===== config.mk =====
export PLATFORM = sky130hd
export DESIGN_NAME = input_conditioner
export DESIGN_NICKNAME = d
export VERILOG_FILES = /design/src/rtl/input_conditioner_pkg.sv /design/src/rtl/input_conditioner_debounce_bit.sv /design/src/rtl/input_conditioner.sv
export SDC_FILE = /design/constraint.sdc
export NUM_CORES = 1
export LEC_CHECK = 0
export CAP_MARGIN = 10
export CORE_ASPECT_RATIO = 1.1
export CORE_UTILIZATION = 32
export DETAILED_ROUTE_END_ITERATION = 16
export GPL_TIMING_DRIVEN = 1
export SLEW_MARGIN = 20
export SYNTH_ARGS = -nofsm -noshare
export SYNTH_HDL_FRONTEND = slang
export SYNTH_SLANG_ARGS = --single-unit

===== constraint.sdc =====
create_clock -name MAX10_CLK1_50 -period 2.55 [get_ports MAX10_CLK1_50]
set_input_delay 0.255 -clock MAX10_CLK1_50 [delete_from_list [all_inputs] [get_ports MAX10_CLK1_50]]
set_output_delay 0.255 -clock MAX10_CLK1_50 [all_outputs]
set_load 0.05 [all_outputs]

===== src/rtl/input_conditioner_pkg.sv =====
// Shared constants for the board-input conditioner: reset levels of the
// debounced outputs and the default debounce timing for a 50 MHz clock.
package input_conditioner_pkg;

  // Pushbuttons are active-low, so "released" is all ones.
  localparam logic [1:0] KEY_RELEASED = 2'b11;

  // Slide switches come out of reset reading zero.
  localparam logic [7:0] SW_RESET = 8'h00;

  // 10 ms at 50 MHz.
  localparam int DEFAULT_DEBOUNCE_CYCLES = 500000;

  // Smallest width with 2**CNT_W > DEFAULT_DEBOUNCE_CYCLES.
  localparam int DEFAULT_CNT_W = 19;

endpackage : input_conditioner_pkg


===== src/rtl/input_conditioner_debounce_bit.sv =====
// One conditioned input: two-flop synchroniser, debounce counter, accepted
// (stable) level, and registered one-cycle rise/fall pulses that line up
// with the first cycle of the new stable level.
module debounce_bit #(
  parameter logic RESET_VAL       = 1'b0,
  parameter int   DEBOUNCE_CYCLES = 500000,
  parameter int   CNT_W           = 19
) (
  input  logic clk,
  input  logic rst,
  input  logic raw,
  output logic db,
  output logic rise,
  output logic fall
);

  // Terminal count: the cycle on which a persistent disagreement is accepted.
  localparam logic [CNT_W-1:0] LAST = CNT_W'(DEBOUNCE_CYCLES - 1);

  logic             sync1_q, sync1_d;
  logic             sync2_q, sync2_d;
  logic             stable_q, stable_d;
  logic [CNT_W-1:0] cnt_q, cnt_d;
  logic             rise_q, rise_d;
  logic             fall_q, fall_d;

  // Next-state: synchronise, then count consecutive cycles of disagreement.
  // NOTE: every _d gets a default first so no path leaves it unassigned,
  // which would otherwise infer a latch.
  always_comb begin
    sync1_d  = raw;
    sync2_d  = sync1_q;
    stable_d = stable_q;
    cnt_d    = '0;

    if (sync2_q != stable_q) begin
      if (cnt_q == LAST) begin
        // Disagreement has persisted long enough: accept the new level.
        stable_d = sync2_q;
        cnt_d    = '0;
      end else begin
        cnt_d = cnt_q + CNT_W'(1);
      end
    end
    // Agreement (or a glitch ending) leaves cnt_d at zero, aborting the count.

    rise_d = stable_d & ~stable_q;
    fall_d = ~stable_d & stable_q;
  end

  // State register with synchronous active-high reset.
  // NOTE: non-blocking assignments keep every flop sampling the pre-edge
  // values, so the synchroniser really is two stages deep.
  // NOTE: the synchroniser stages are reset to the idle level as well, so a
  // button held during reset cannot leak a phantom transition afterwards.
  always_ff @(posedge clk) begin
    if (rst) begin
      sync1_q  <= RESET_VAL;
      sync2_q  <= RESET_VAL;
      stable_q <= RESET_VAL;
      cnt_q    <= '0;
      rise_q   <= 1'b0;
      fall_q   <= 1'b0;
    end else begin
      sync1_q  <= sync1_d;
      sync2_q  <= sync2_d;
      stable_q <= stable_d;
      cnt_q    <= cnt_d;
      rise_q   <= rise_d;
      fall_q   <= fall_d;
    end
  end

  assign db   = stable_q;
  assign rise = rise_q;
  assign fall = fall_q;

endmodule : debounce_bit


===== src/rtl/input_conditioner.sv =====
// DE10-Lite board-input front end: conditions KEY[1:0] and SW[7:0] into
// clean debounced levels plus press/release/change pulses for the lab logic.
module input_conditioner
  import input_conditioner_pkg::*;
#(
  parameter int DEBOUNCE_CYCLES = DEFAULT_DEBOUNCE_CYCLES,
  parameter int CNT_W           = DEFAULT_CNT_W
) (
  input  logic       MAX10_CLK1_50,
  input  logic       RST,
  input  logic [1:0] KEY,
  input  logic [7:0] SW,
  output logic [1:0] KEY_DB,
  output logic [7:0] SW_DB,
  output logic [1:0] KEY_PRESS,
  output logic [1:0] KEY_RELEASE,
  output logic       SW_CHG
);

  logic [7:0] sw_rise;
  logic [7:0] sw_fall;

  // Active-low buttons: a press is a falling debounced level.
  for (genvar i = 0; i < 2; i++) begin : g_key
    debounce_bit #(
      .RESET_VAL      (KEY_RELEASED[i]),
      .DEBOUNCE_CYCLES(DEBOUNCE_CYCLES),
      .CNT_W          (CNT_W)
    ) u_db (
      .clk (MAX10_CLK1_50),
      .rst (RST),
      .raw (KEY[i]),
      .db  (KEY_DB[i]),
      .rise(KEY_RELEASE[i]),
      .fall(KEY_PRESS[i])
    );
  end

  for (genvar i = 0; i < 8; i++) begin : g_sw
    debounce_bit #(
      .RESET_VAL      (SW_RESET[i]),
      .DEBOUNCE_CYCLES(DEBOUNCE_CYCLES),
      .CNT_W          (CNT_W)
    ) u_db (
      .clk (MAX10_CLK1_50),
      .rst (RST),
      .raw (SW[i]),
      .db  (SW_DB[i]),
      .rise(sw_rise[i]),
      .fall(sw_fall[i])
    );
  end

  // Per-bit pulses are already registered; any switch edge flags a change.
  assign SW_CHG = |(sw_rise | sw_fall);

endmodule : input_conditioner


; ---- Word-level counts from Yosys, hierarchy flattened
; Cells that the tools add are included.
[op_classes]
n_addsub = 10
mul = 0
div = 0
magnitude_cmp = 0
eq_ne = 20
n_shift = 0
n_mux = 20
n_bitwise = 51
reduce_logical = 11
[ops]
columns = cell, n
row1 = "adder 19 x 1 -> 19 bit, second input constant", 10
row2 = "equality test 19 bit, second input constant", 10
row3 = NOT 1 bit, 30
row4 = OR reduction 3 bit, 10
row5 = bitwise AND 1 bit, 20
row6 = two-way mux 1 bit, 20
row7 = inequality test 1 bit, 10
row8 = OR 8 bit, 1
row9 = OR reduction 8 bit, 1
[word_totals]
ff_bits = 240
latchBits = 0
ram_bits = 0
mem_bits_ro = 0
inputBits = 12
out_inout_bits = 15
wordCells = 172
memories = 0

; ---- Logic depth before layout (Yosys ltp)
[logic_depth]
depth_word = 5
ltp_mapped = 7
mapped_depth_nobuf = 5

; ---- Hierarchy
; A second synthesis with hierarchy kept.
[unflattened]
cells_unflattened = 1115
hier_area_um2 = 10326.2
[by_module_without_submodules]
columns = module, n_inst, cells_each, area_per_inst_um2, seq_area_each_um2
row1 = debounce_bit (g_sw[0].u_db ...), 8, 111, 1028.5, 480.5
row2 = debounce_bit (g_key[0].u_db ...), 2, 111, 1033.5, 480.5
row3 = input_conditioner, 1, 5, 31.3, 0.0

; ---- Least setup slack after synthesis
; Ideal clock, no wire load.
[synth_path]
path_type = register to register
from = register g_sw[1].u_db.cnt_q[0]
to = register g_sw[1].u_db.cnt_q[18]
setup_time_ns = 0.070
arrival_time_ns = 1.760
t_required_ns = 2.480
slack_ns = 0.720
path_stages_with_launch = 6
n_path_buf = 0
period_less_slack_ns = 1.830
cell_sequence = dfxtp_1 > ha_1 > nand4_4 > or4_4 > or3_1 > a21oi_1
[synth_via]
elab_chain_cells = 2
word_cells_on_any_way = 3
classes_between = add/sub (1) / eq/ne (1) / reduce/logical (1)
[synth_lines]
columns = element, line_no
row1 = from (decl), input_conditioner_debounce_bit.sv:23  ; logic [CNT_W-1:0] cnt_q, cnt_d;
row2 = from (signal assigned), input_conditioner_debounce_bit.sv:68  ; cnt_q <= cnt_d;
row3 = "parallel branches: the longest is 2 deep, another holds adder 19 x 1 -> 19 bit", --
; Several ways; the timed one is not identified.
; A chain may end at the register's enable or synchronous reset.

; ---- Final worst setup path
[layout_path]
from = register g_sw[1].u_db.rise_q
to = output port SW_CHG
[layout_via]
elab_chain_cells = 2
[layout_lines]
columns = element, line_no
row1 = from (decl), input_conditioner_debounce_bit.sv:24  ; logic rise_q, rise_d;
row2 = from (signal assigned), input_conditioner_debounce_bit.sv:69  ; rise_q <= rise_d;
row3 = OR 8 bit, input_conditioner.sv:55  ; assign SW_CHG = |(sw_rise | sw_fall);
row4 = OR reduction 8 bit, input_conditioner.sv:55
row5 = to (decl), input_conditioner.sv:17  ; output logic SW_CHG
; Every way passes these cells.

==> metrics.txt <==
Ports 27; RR Endpoint g_sw[6].u_db.cnt_q[11]; die width 176 um; top cell family by delay on the critical path buffers and inverters; Worst slew margin 0.557; Synth area leaders dfxtp_1, xnor2_1, nor2_1; gr usage total 0.125; WP buf/inv 1; CTS tree built; post-route ant nets 0; Startpoint Class register; Final nets 1,244; IO buf count 26; number of global-route vias before repair 7,796; cts repair resizes 0; Yosys reg bits 240; Core Region 32,500 um^2; Post-synth top flop dfxtp_1; H-tree depth 1; Worst Setup End Kind output pin; Synth top area share 0.452; vias per cell 5.01; Least-Margin Pin Slew 0.658 ns; Synth Cell Area 10,600 um^2; Tcrit/Tclk final 0.960; max cap viols 0; Die ar. 34,000 um^2; global-route wire length before repair 36.6 mm; final WL 21.0 mm; Final Skew 0.0222 ns; Worst IR Drop VDD 0.528 mV; yosys synthesis warning count 0; synth unique cells 58; Worst Path Required 2.30 ns; Synth area leader dfxtp_1; initial antenna violation count 0; RSZ-0062 raised after global routing no; Synth top cells by count dfxtp_1, nor2_1, xnor2_1; Hold EP g_sw[0].u_db.sync2_q; Final HPWL DP 14.7 mm; WL per Instance 12.6 um; fin. max-slew vios 0; cts bufs inserted 28; slowest stage delay, CP 0.75 ns; Post-synth EDFFs 0; leakage power 3.57 nW; Final TNS setup 0 ns; Mapped Cells 1,202; slowest CP cell clkdlybuf4s50_1; Num Clock Sinks 240; fin crit period 2.45 ns; CTS hold repair buffers 0; initial core utilization 0.327; hold violation total from the final report 0; vias 8,367; Initial DRT Pass Iterations 4; Root Driver clkbuf_16; pwr dens 649 nW/um^2; Residual DRC 0; Syn Nets 1,224; dominant cell by count in the synthesized netlist dfxtp_1; layout cells sized above 1 0.0805; # rows 69; sequential share of the synthesized area 0.452; largest net degree at the start of global routing 38; Die H 193 um; clock slew at reported path FFs 0.06 ns; Initial DRC Count 354; FMAX 408 MHz; gpl congestion 0.818; WP data arrival 2.19 ns; RR Startpoint g_sw[6].u_db.cnt_q[0]; worst skew pair latency 0.54 ns; Hold Crit Start RST; CP Cell Sequence nor4_1, nand4_1, clkdlybuf4s50_1; clock buffer depth 3; Mapped Avg Cell Area 8.85 um^2; Area Overhead vs Synth 15.2%; Setup CP Type register to output pin; status complete, no violations; Final setup viols 0; R2R Setup Slk 0.47 ns; Min-Delay Path Depth 2; asr flop ratio synth 0; Hold Crit Class primary input to register; Overall Power 0.00796 W; worst r2r path cells 6; Setup Fix Bufs, Post-CTS 0; number of antenna diodes 0; remaining global-route overflow 0; worst-path fanout max 1
==> stage by stage <==
step                      utilization  std cells  hold slack [ns]  setup slack, ns  instance area (um^2)
final                           0.377       1669            0.121            0.102                 12300
after global placement          0.347       1618            0.393            0.513                 11300
after global routing            0.377       1669            0.123           0.0365                 12300
after floorplan                     -       1202            0.359            0.720                 10600
after CTS                       0.377       1669            0.114           0.0316                 12300
after detailed placement        0.347       1618            0.393            0.465                 11300
==> state kept, by name, summed over array words and instances (netlist names) <==
name and flops:
g_key.u_db.cnt_q 38, g_sw.u_db.sync1_q 8, g_sw.u_db.fall 8, g_key.u_db.sync2_q 2, g_sw.u_db.sync2_q 8, g_sw.u_db.rise 8
g_key.u_db.fall 2, g_key.u_db.db 2, g_key.u_db.sync1_q 2, g_key.u_db.rise 2, g_sw.u_db.cnt_q 152, g_sw.u_db.db 8
==> worst reg2reg max path, cell delays in order (launching register included) <==
cell,delay (ns)
dfxtp_1,0.38
ha_1,0.25
nand4_2,0.17
or2_2,0.37
o31ai_4,0.49
buf_4,0.25
nor2_1,0.06
==> cell type report <==
| type | count | area, um^2 |
|---|---|---|
| fillers | 3243 | 20300 |
| repair buffers | 43 | 395 |
| flip-flops and latches | 240 | 4800 |
| inverters | 27 | 101 |
| well taps | 426 | 533 |
| clock buffers | 44 | 871 |
| multi-input cells | 882 | 5450 |
| clock inverters | 7 | 98.8 |
==> logic make-up (layout without fill, tap and decap cells) <==
kind of cell,Yosys count,in the layout,synth area share
compound gates,96,96,0.0579
fa+ha+maj,10,10,0.0118
simple gates,633,633,0.324
flops,240,240,0.452
xor+xnor,137,137,0.113
buf+inv,80,121,0.0361
mux,6,6,0.00564
==> per-layer routing <==
layer  vias to the layer above  share of wire  global-route usage
met1                      3950           0.50               0.169
met3                        37          0.025              0.0202
met2                        73           0.45               0.205
met5                         -              0                   0
li1                       4307              -                   -
met4                         0          0.024              0.0374
==> worst max path at each step <==
stage,end,slack [ns],depth (start not counted),startpoint
floorplan,g_sw[1].u_db.cnt_q[18],0.72,5,g_sw[1].u_db.cnt_q[0]
detailed placement,g_sw[6].u_db.cnt_q[12],0.46,6,g_sw[6].u_db.cnt_q[0]
global route,SW_CHG,0.04,3,g_sw[1].u_db.rise
CTS,SW_CHG,0.03,3,g_sw[1].u_db.rise
finish,SW_CHG,0.10,3,g_sw[1].u_db.rise
global placement,g_sw[6].u_db.cnt_q[10],0.51,6,g_sw[6].u_db.cnt_q[0]
==> report_power, final <==
| part | switching (W) | leakage (nW) | internal [W] |
|---|---|---|---|
| logic | 0.0000548 | 1.16 | 0.0000437 |
| clock network | 0.00154 | 0.477 | 0.00253 |
| registers | 0.0000129 | 1.94 | 0.00377 |
==> layout by cell type, fill, tap and decap left out, drive strengths merged, types with 13 or more instances in the layout <==
master and count:
dfxtp 240, nor2 176, xnor2 90, nand3 70
nand4 61, nand2 59, xor2 47, nor3 47
nor4 46, clkbuf 44, a21oi 42, inv 27
o21ai 26, clkdlybuf4s50 25, and3 23, or3 23
nand2b 20, nor2b 20, and4 18, buf 18
or4 17, o31ai 16, nor4b 15, or2 13
(Power assumes the default switching activity.)
